`src/rtl/dsp_pipe_reg_if.sv`:
```
// rtl/dsp_pipe_reg_if.sv - operand/result stream bundle for dsp_pipe_reg.
interface dsp_pipe_reg_if #(
  parameter int WIDTH = 18
);
  logic             in_valid;
  logic [WIDTH-1:0] in_data;
  logic             out_valid;
  logic [WIDTH-1:0] out_data;
  logic             busy;

  modport master (
    output in_valid,
    output in_data,
    input  out_valid,
    input  out_data,
    input  busy
  );

  modport slave (
    input  in_valid,
    input  in_data,
    output out_valid,
    output out_data,
    output busy
  );
endinterface

```
`src/rtl/dsp_pipe_reg.sv`:
```
// rtl/dsp_pipe_reg.sv - 0..4 stage pipeline register with per-stage valid, clock enable and flush.
// Optional build macro REG_PIPE_HOLD_EN: stage data loads only when the incoming valid bit is set.
module dsp_pipe_reg #(
  parameter int WIDTH = 18,
  parameter int DEPTH = 1
) (
  input  logic          clk,
  input  logic          rst,
  input  logic          clk_en,
  input  logic          flush,
  dsp_pipe_reg_if.slave bus
);

  generate
    if (DEPTH == 0) begin : g_bypass
      assign bus.out_data  = bus.in_data;
      assign bus.out_valid = bus.in_valid;
      assign bus.busy      = 1'b0;
    end else begin : g_pipe
      // Element 0 is the input; element k+1 is the output of stage k.
      logic [DEPTH:0][WIDTH-1:0] data_chain;
      logic [DEPTH:0]            valid_chain;

      assign data_chain[0]  = bus.in_data;
      assign valid_chain[0] = bus.in_valid;

      for (genvar k = 0; k < DEPTH; k++) begin : g_stage
        logic [WIDTH-1:0] data_q;
        logic             valid_q;
        logic             load;

`ifdef REG_PIPE_HOLD_EN
        assign load = valid_chain[k];
`else
        assign load = 1'b1;
`endif

        always_ff @(posedge clk or negedge rst) begin
          if (!rst) begin
            valid_q <= 1'b0;
          end else if (flush) begin
            valid_q <= 1'b0;
          end else if (clk_en) begin
            valid_q <= valid_chain[k];
          end
        end

        // Flush clears only valid bits; data keeps following clk_en.
        always_ff @(posedge clk or negedge rst) begin
          if (!rst) begin
            data_q <= '0;
          end else if (clk_en && load) begin
            data_q <= data_chain[k];
          end
        end

        assign data_chain[k+1]  = data_q;
        assign valid_chain[k+1] = valid_q;
      end

      assign bus.out_data  = data_chain[DEPTH];
      assign bus.out_valid = valid_chain[DEPTH];
      assign bus.busy      = |valid_chain[DEPTH:1];
    end
  endgenerate

endmodule

```
`src/flat_wrapper.sv`:
```
// flat-port wrapper written by rule: the top's interface ports become plain ports
module dsp_pipe_reg_flat 
#(
  parameter int WIDTH = 18,
  parameter int DEPTH = 1
)
  (clk, rst, clk_en, flush, bus_in_valid, bus_in_data, bus_out_valid, bus_out_data, bus_busy);
  dsp_pipe_reg_if #(.WIDTH(WIDTH)) bus_i ();
  input  logic clk;
  input  logic rst;
  input  logic clk_en;
  input  logic flush;
  input wire logic [$bits(bus_i.in_valid)-1:0] bus_in_valid;
  input wire logic [$bits(bus_i.in_data)-1:0] bus_in_data;
  output wire logic [$bits(bus_i.out_valid)-1:0] bus_out_valid;
  output wire logic [$bits(bus_i.out_data)-1:0] bus_out_data;
  output wire logic [$bits(bus_i.busy)-1:0] bus_busy;
  assign bus_i.in_valid = bus_in_valid;
  assign bus_i.in_data = bus_in_data;
  assign bus_out_valid = bus_i.out_valid;
  assign bus_out_data = bus_i.out_data;
  assign bus_busy = bus_i.busy;
  dsp_pipe_reg #(.WIDTH(WIDTH), .DEPTH(DEPTH)) u_core (.clk(clk), .rst(rst), .clk_en(clk_en), .flush(flush), .bus(bus_i));
endmodule
```
`config.mk`:
```
export PLATFORM = sky130hd
export DESIGN_NAME = dsp_pipe_reg_flat
export DESIGN_NICKNAME = d
export VERILOG_FILES = /design/src/rtl/dsp_pipe_reg_if.sv /design/src/rtl/dsp_pipe_reg.sv /design/src/flat_wrapper.sv
export SDC_FILE = /design/constraint.sdc
export NUM_CORES = 1
export LEC_CHECK = 0
export ABC_AREA = 1
export CORE_MARGIN = 10
export CORE_UTILIZATION = 40
export CTS_BUF_LIST = sky130_fd_sc_hd__clkbuf_16
export DETAILED_ROUTE_END_ITERATION = 8
export HOLD_SLACK_MARGIN = 0.15
export PLACE_DENSITY = 0.84
export SLEW_MARGIN = 0
export SYNTH_ARGS = -nofsm -noshare
export SYNTH_HDL_FRONTEND = slang
export SYNTH_SLANG_ARGS = --single-unit
```
`constraint.sdc`:
```
create_clock -name clk -period 1.4 [get_ports clk]
set_input_delay 0.14 -clock clk [delete_from_list [all_inputs] [get_ports clk]]
set_output_delay 0.14 -clock clk [all_outputs]
set_load 0.05 [all_outputs]
```
==> impl_metrics.tcl, run 1 <==
set metrics [dict create \
    outcome "complete, no violations" \
    clockBufferDepth 2 \
    grt_pass1_vias 688 \
    io_pins 43 \
    rsz0062_at_grt "no" \
    arrival_ps 870 \
    endpoint_kind "output port" \
    cap_violations 0 \
    fin_crit_ps 1010 \
    final_cells 151 \
    port_buffers 42 \
    cts_resized 0 \
    fin_crit_sh_pct 72.4 \
    worst-r2r-cell-count 2 \
    synth_seq_cells 19 \
    cts_setup_buffers 0 \
    path_class "flop to output port" \
    crit_cells 1 \
    overflow 0 \
    cp_num_buf_inv 1 \
    p_total_mw 1.63 \
    synth_cells 83 \
    clk_latency_ps 240 \
    vdd_ir_drop_max_mv 0.781 \
    p_leak_nw 0.648 \
    dieArea_mm2 0.00410 \
    clockRootBuffer "clkbuf_16" \
    netlist_area_um2 774 \
    areaGrowthSynthToFinish_pct 65.8 \
    fp.coreArea_mm2 0.00178 \
    insertedDiodeCount 0 \
    hold_viol 0 \
    drt_iter0_drc 22 \
    ant_nets 0 \
    path_cells "buf_12" \
    fin_area_mm2 0.00128 \
    grtUsageTotal_pct 10.1 \
    viasPerCell 4.31 \
    die_w_um 64 \
    relSlewSlack_pct 84.5 \
    yosysSeqAreaShare_pct 61.4 \
    dp.cells 147 \
    required_ps 1260 \
    finClkSkew_ps 0 \
    synth_nets 106 \
    yosys-top-cells-area "dfrtp_1, o21ai_0, nand2_1" \
    hold_buffers 0 \
    clk_pin_slew_worst_paths_ps 50 \
    yosysUniqueCellTypes 11 \
    antenna_found_initial 0 \
    place_ws_ps 291 \
    setup-violations-final 0 \
    syn_area_per_cell_um2 9.33 \
    netlist.area_leader.share_pct 61.4 \
    die_h_um 64 \
    layout_setup_ws_ps 386 \
    drc 0 \
    nets 150 \
    gp_congestion 0.670 \
    drt_first_pass_iters 4 \
    yosysWarnings 0 \
    worst_pin_slew_ps 232 \
    numCtsBuffers 3 \
    worst_path_largest_cell_delay_ps 450 \
    path_max_fanout 3 \
    final_max_slew_viol_count 0 \
    grt_max_degree 39 \
    crit_family "flip-flops" \
    fmax_mhz 986 \
    postPlaceCellArea_mm2 0.00120 \
    initial_core_util_pct 43.4 \
    synth_area_leader_cell "dfrtp_1" \
    fin_setup_tns_ps 0 \
    htree_levels 1 \
    startpoint_type "flop" \
    p_per_area_mw_per_mm2 1270 \
    cts_num_sinks 19 \
    holdWs_ps 229 \
    route.vias.total 651 \
    cts_tree "done" \
    layout-drive-gt1-share_pct 20.6 \
    hold_class "input port to asynchronous set/reset pin" \
    row_count 15 \
    routed_wl_um 2040 \
    wl_per_cell_um 13.5 \
    place_hpwl_um 1640 \
    post-route-util_pct 72.0 \
    cp_slowest_cell "dfrtp_1" \
    grt_pass1_wl_um 3380 \
]
-- cells by family (layout without fill, tap and decap cells) --
| kind of cell | Yosys count | after routing | share of synthesized area, % |
|---|---|---|---|
| DFF | 19 | 19 | 61.4 |
| buffers and inverters | 24 | 67 | 15.5 |
| AOI/OAI and AO/OA | 18 | 18 | 11.6 |
| and+or+nand+nor | 22 | 22 | 11.5 |
-- worst paths after layout --
kind	start	endpoint	slack [ps]
min in group clk	bus_in_data[14]	u_core.bus.out_data[14]	440
hold / removal	rst	u_core.bus.out_data[16]	230
hold reg to reg	u_core.bus.out_data[13]	u_core.bus.out_data[13]	520
setup reg to reg	u_core.bus.busy	u_core.bus.busy	700
setup / recovery	u_core.bus.busy	bus_out_valid	390
max in group asynchronous	rst	u_core.bus.out_data[0]	980
-- worst register-to-register path: cells and delay by family (launching register included) --
family        cells  cell delay (ps)
flops             1              450
simple gates      2              140
-- cell usage in the layout (no fill, tap or decap) --
cell type	n
buf_12	5
buf_4	17
clkbuf_16	3
clkdlybuf4s50_1	22
dfrtp_1	19
inv_1	20
nand2_1	20
nand3_2	1
nor2_1	1
o21ai_0	16
o21ai_1	2
-- synth_stat cells --
cell	instances
buf_8	1
nand3_2	1
inv_1	19
clkbuf_1	1
dfrtp_1	19
o21ai_0	16
nand2_1	20
buf_6	2
o21ai_1	2
buf_4	1
nor2_1	1
-- report_power, final --
| group | internal, mW | leakage [nW] | switching, mW | total [mW] |
|---|---|---|---|---|
| sequential | 0.598 | 0.232 | 0.0330 | 0.631 |
| clock | 0.379 | 0.0423 | 0.188 | 0.567 |
| combinational | 0.168 | 0.373 | 0.264 | 0.432 |
-- final cells by class --
class                           instances  area, µm²
Clock buffer                            3       75.1
Clock inverter                          1       3.75
Fill cell                             147        499
Inverter                               19       71.3
Multi-Input combinational cell         40        179
Sequential cell                        19        475
Tap cell                               25       31.3
Timing Repair Buffer                   44        448
-- per-layer routing --
layer / up-vias / track usage, % / part of all wire, %
li1: 333 / - / -
met4: 0 / 2.46 / 0
met2: 33 / 15.5 / 44
met1: 285 / 11.7 / 44
met5: - / 0 / 0
met3: 0 / 5.92 / 12
-- flip-flops by register name, summed over array words and instances (netlist names) --
name                 count
u_core.bus.busy          1
u_core.bus.out_data     18
Power figures use the tool's default switching activity.
==> run 2, diff against run 1 <==
--- a/config.mk
+++ b/config.mk
@@ -7,11 +7,11 @@
 export LEC_CHECK = 0
 export ABC_AREA = 1
 export CORE_MARGIN = 10
-export CORE_UTILIZATION = 40
+export CORE_UTILIZATION = 37
 export CTS_BUF_LIST = sky130_fd_sc_hd__clkbuf_16
 export DETAILED_ROUTE_END_ITERATION = 8
 export HOLD_SLACK_MARGIN = 0.15
-export PLACE_DENSITY = 0.84
+export PLACE_DENSITY = 0.78
 export SLEW_MARGIN = 0
 export SYNTH_ARGS = -nofsm -noshare
 export SYNTH_HDL_FRONTEND = slang
==> constraint.sdc (replaced) <==
create_clock -name clk -period 1 [get_ports clk]
set_input_delay 0.1 -clock clk [delete_from_list [all_inputs] [get_ports clk]]
set_output_delay 0.1 -clock clk [all_outputs]
set_load 0.05 [all_outputs]
==> run 2 against run 1 <==
Register-to-register slack got worse by 380 ps. Sequential share of layout area fell by 5.2 points. Cell area rose by 17%. Via count fell by 0.31%. Clock-buffer cell count did not move. Non-clock buffer count rose by 1. Total power rose by 51%. Setup slack got worse by 330 ps. Clock power rose by 41%. Global-route usage barely moved. Die area rose by 5.5%. Routed wire length fell by 0.88%. Critical path type unchanged. Largest cell class is now non-clock buffers.
==> impl_metrics.tcl, run 2 (synthesis results as in run 1) <==
set metrics [dict create \
    drc 0 \
    viasPerCell 4.21 \
    overflow 0 \
    fillers 127 \
    final_common_cell "clkdlybuf4s50_1" \
    htree_levels 1 \
    initial_core_util_pct 39.1 \
    fp.coreArea_mm2 0.00198 \
    worst_pin_slew_ps 237 \
    arrival_ps 850 \
    final_cell_mix "clkdlybuf4s50_1, buf_12, nand2_1" \
    antenna_found_initial 0 \
    relSlewSlack_pct 84.2 \
    path_class "flop to output port" \
    vdd_ir_drop_max_mv 1.41 \
    worst_path_largest_cell_delay_ps 440 \
    drt_first_pass_iters 4 \
    hold_buffers 0 \
    die_h_um 65.8 \
    fin_area_mm2 0.00150 \
    endpoint_kind "output port" \
    nets 151 \
    clk_latency_ps 240 \
    layout_setup_ws_ps 52.5 \
    setup-violations-final 0 \
    place_ws_ps -95.4 \
    fin_crit_sh_pct 94.7 \
    p_per_area_mw_per_mm2 1650 \
    finClkSkew_ps 0 \
    cts_tree "done" \
    wl_per_cell_um 13.1 \
    place_hpwl_um 1670 \
    grt_pass1_wl_um 3410 \
    row_count 16 \
    path_max_fanout 3 \
    grt_pass1_vias 709 \
    numCtsBuffers 3 \
    clk_pin_slew_worst_paths_ps 50 \
    final_max_slew_viol_count 0 \
    die_w_um 65.8 \
    cap_violations 0 \
    ant_nets 0 \
    fmax_mhz 1060 \
    port_buffers 42 \
    clockRootBuffer "clkbuf_16" \
    final_cells 154 \
    crit_family "flip-flops" \
    grt_max_degree 29 \
    postPlaceCellArea_mm2 0.00142 \
    hold_viol 0 \
    path_cells "buf_12" \
    startpoint_type "flop" \
    drt_iter0_drc 7 \
    required_ps 900 \
    p_total_mw 2.47 \
    fin_crit_ps 947 \
    cts_resized 0 \
    io_pins 43 \
    cp_slowest_cell "dfrtp_2" \
    grtUsageTotal_pct 10.1 \
    cts_setup_buffers 0 \
    rsz0062_at_grt "no" \
    largest_reg_flops 18 \
    gp_congestion 0.674 \
    dp.cells 150 \
    dieArea_mm2 0.00432 \
    layout-drive-gt1-share_pct 22.8 \
    p_leak_nw 0.717 \
    cp_num_buf_inv 1 \
    route.vias.total 649 \
    outcome "complete, no violations" \
    hold_class "input port to asynchronous set/reset pin" \
    insertedDiodeCount 0 \
    cts_num_sinks 19 \
    routed_wl_um 2030 \
    clockBufferDepth 2 \
    areaGrowthSynthToFinish_pct 93.2 \
]
-- run 2: changes by cell type in the layout (fill, tap and decap cells not counted), sizes merged --
cell and change:
clkinv +1, buf +1, inv -1
-- run 2: where the power goes --
part           total [mW]  switching [mW]  internal, mW
logic               0.753           0.371         0.382
clock network       0.801           0.266         0.535
registers           0.914          0.0761         0.838
-- run 2: routing by layer --
metal  global-route usage, %  vias to the layer above  share of wire, %
li1                        -                      332                 -
met1                    12.9                      280                50
met2                    13.8                       37                38
met3                    5.93                        0                13
met4                    3.21                        0                 0
met5                       0                        -                 0
-- run 2: path summary, 6_finish.rpt --
path	cells after the start	slack, ps	end	from
min	2	190	u_core.bus.out_data[14]	rst
max	1	50	bus_busy	u_core.bus.busy
max reg2reg	2	320	u_core.bus.out_data[4]	u_core.bus.out_data[4]
min in group clk	3	400	u_core.bus.out_data[14]	bus_in_data[14]
min reg2reg	2	560	u_core.bus.out_data[14]	u_core.bus.out_data[14]
max in group asynchronous	2	590	u_core.bus.busy	rst
-- run 2: final cells by class --
class	instances	area [µm²]	area share [%]
timing repair buffer	45	656	43.8
sequential	19	477	31.9
multi-input combinational	40	179	12.0
clock buffer	3	75.1	5.02
inverter	19	71.3	4.77
tap	27	33.8	2.26
clock inverter	1	5.00	0.334
-- run 2: through the flow --
| step | hold WS, ps | setup TNS [ps] | utilization, % |
|---|---|---|---|
| after CTS | 205 | 0 | 75.5 |
| after floorplan | -196 | 0 | - |
| final | 192 | 0 | 75.5 |
| after detailed placement | 465 | -815 | 71.5 |
| after global routing | 219 | 0 | 75.5 |
| after global placement | 455 | -208 | 71.5 |
==> run 3, diff against run 2 <==
--- a/config.mk
+++ b/config.mk
@@ -12,7 +12,6 @@
 export DETAILED_ROUTE_END_ITERATION = 8
 export HOLD_SLACK_MARGIN = 0.15
 export PLACE_DENSITY = 0.78
-export SLEW_MARGIN = 0
 export SYNTH_ARGS = -nofsm -noshare
 export SYNTH_HDL_FRONTEND = slang
 export SYNTH_SLANG_ARGS = --single-unit
==> results of run 3 <==
Same layout as run 2: the final DEF is identical, and so are final timing and power.
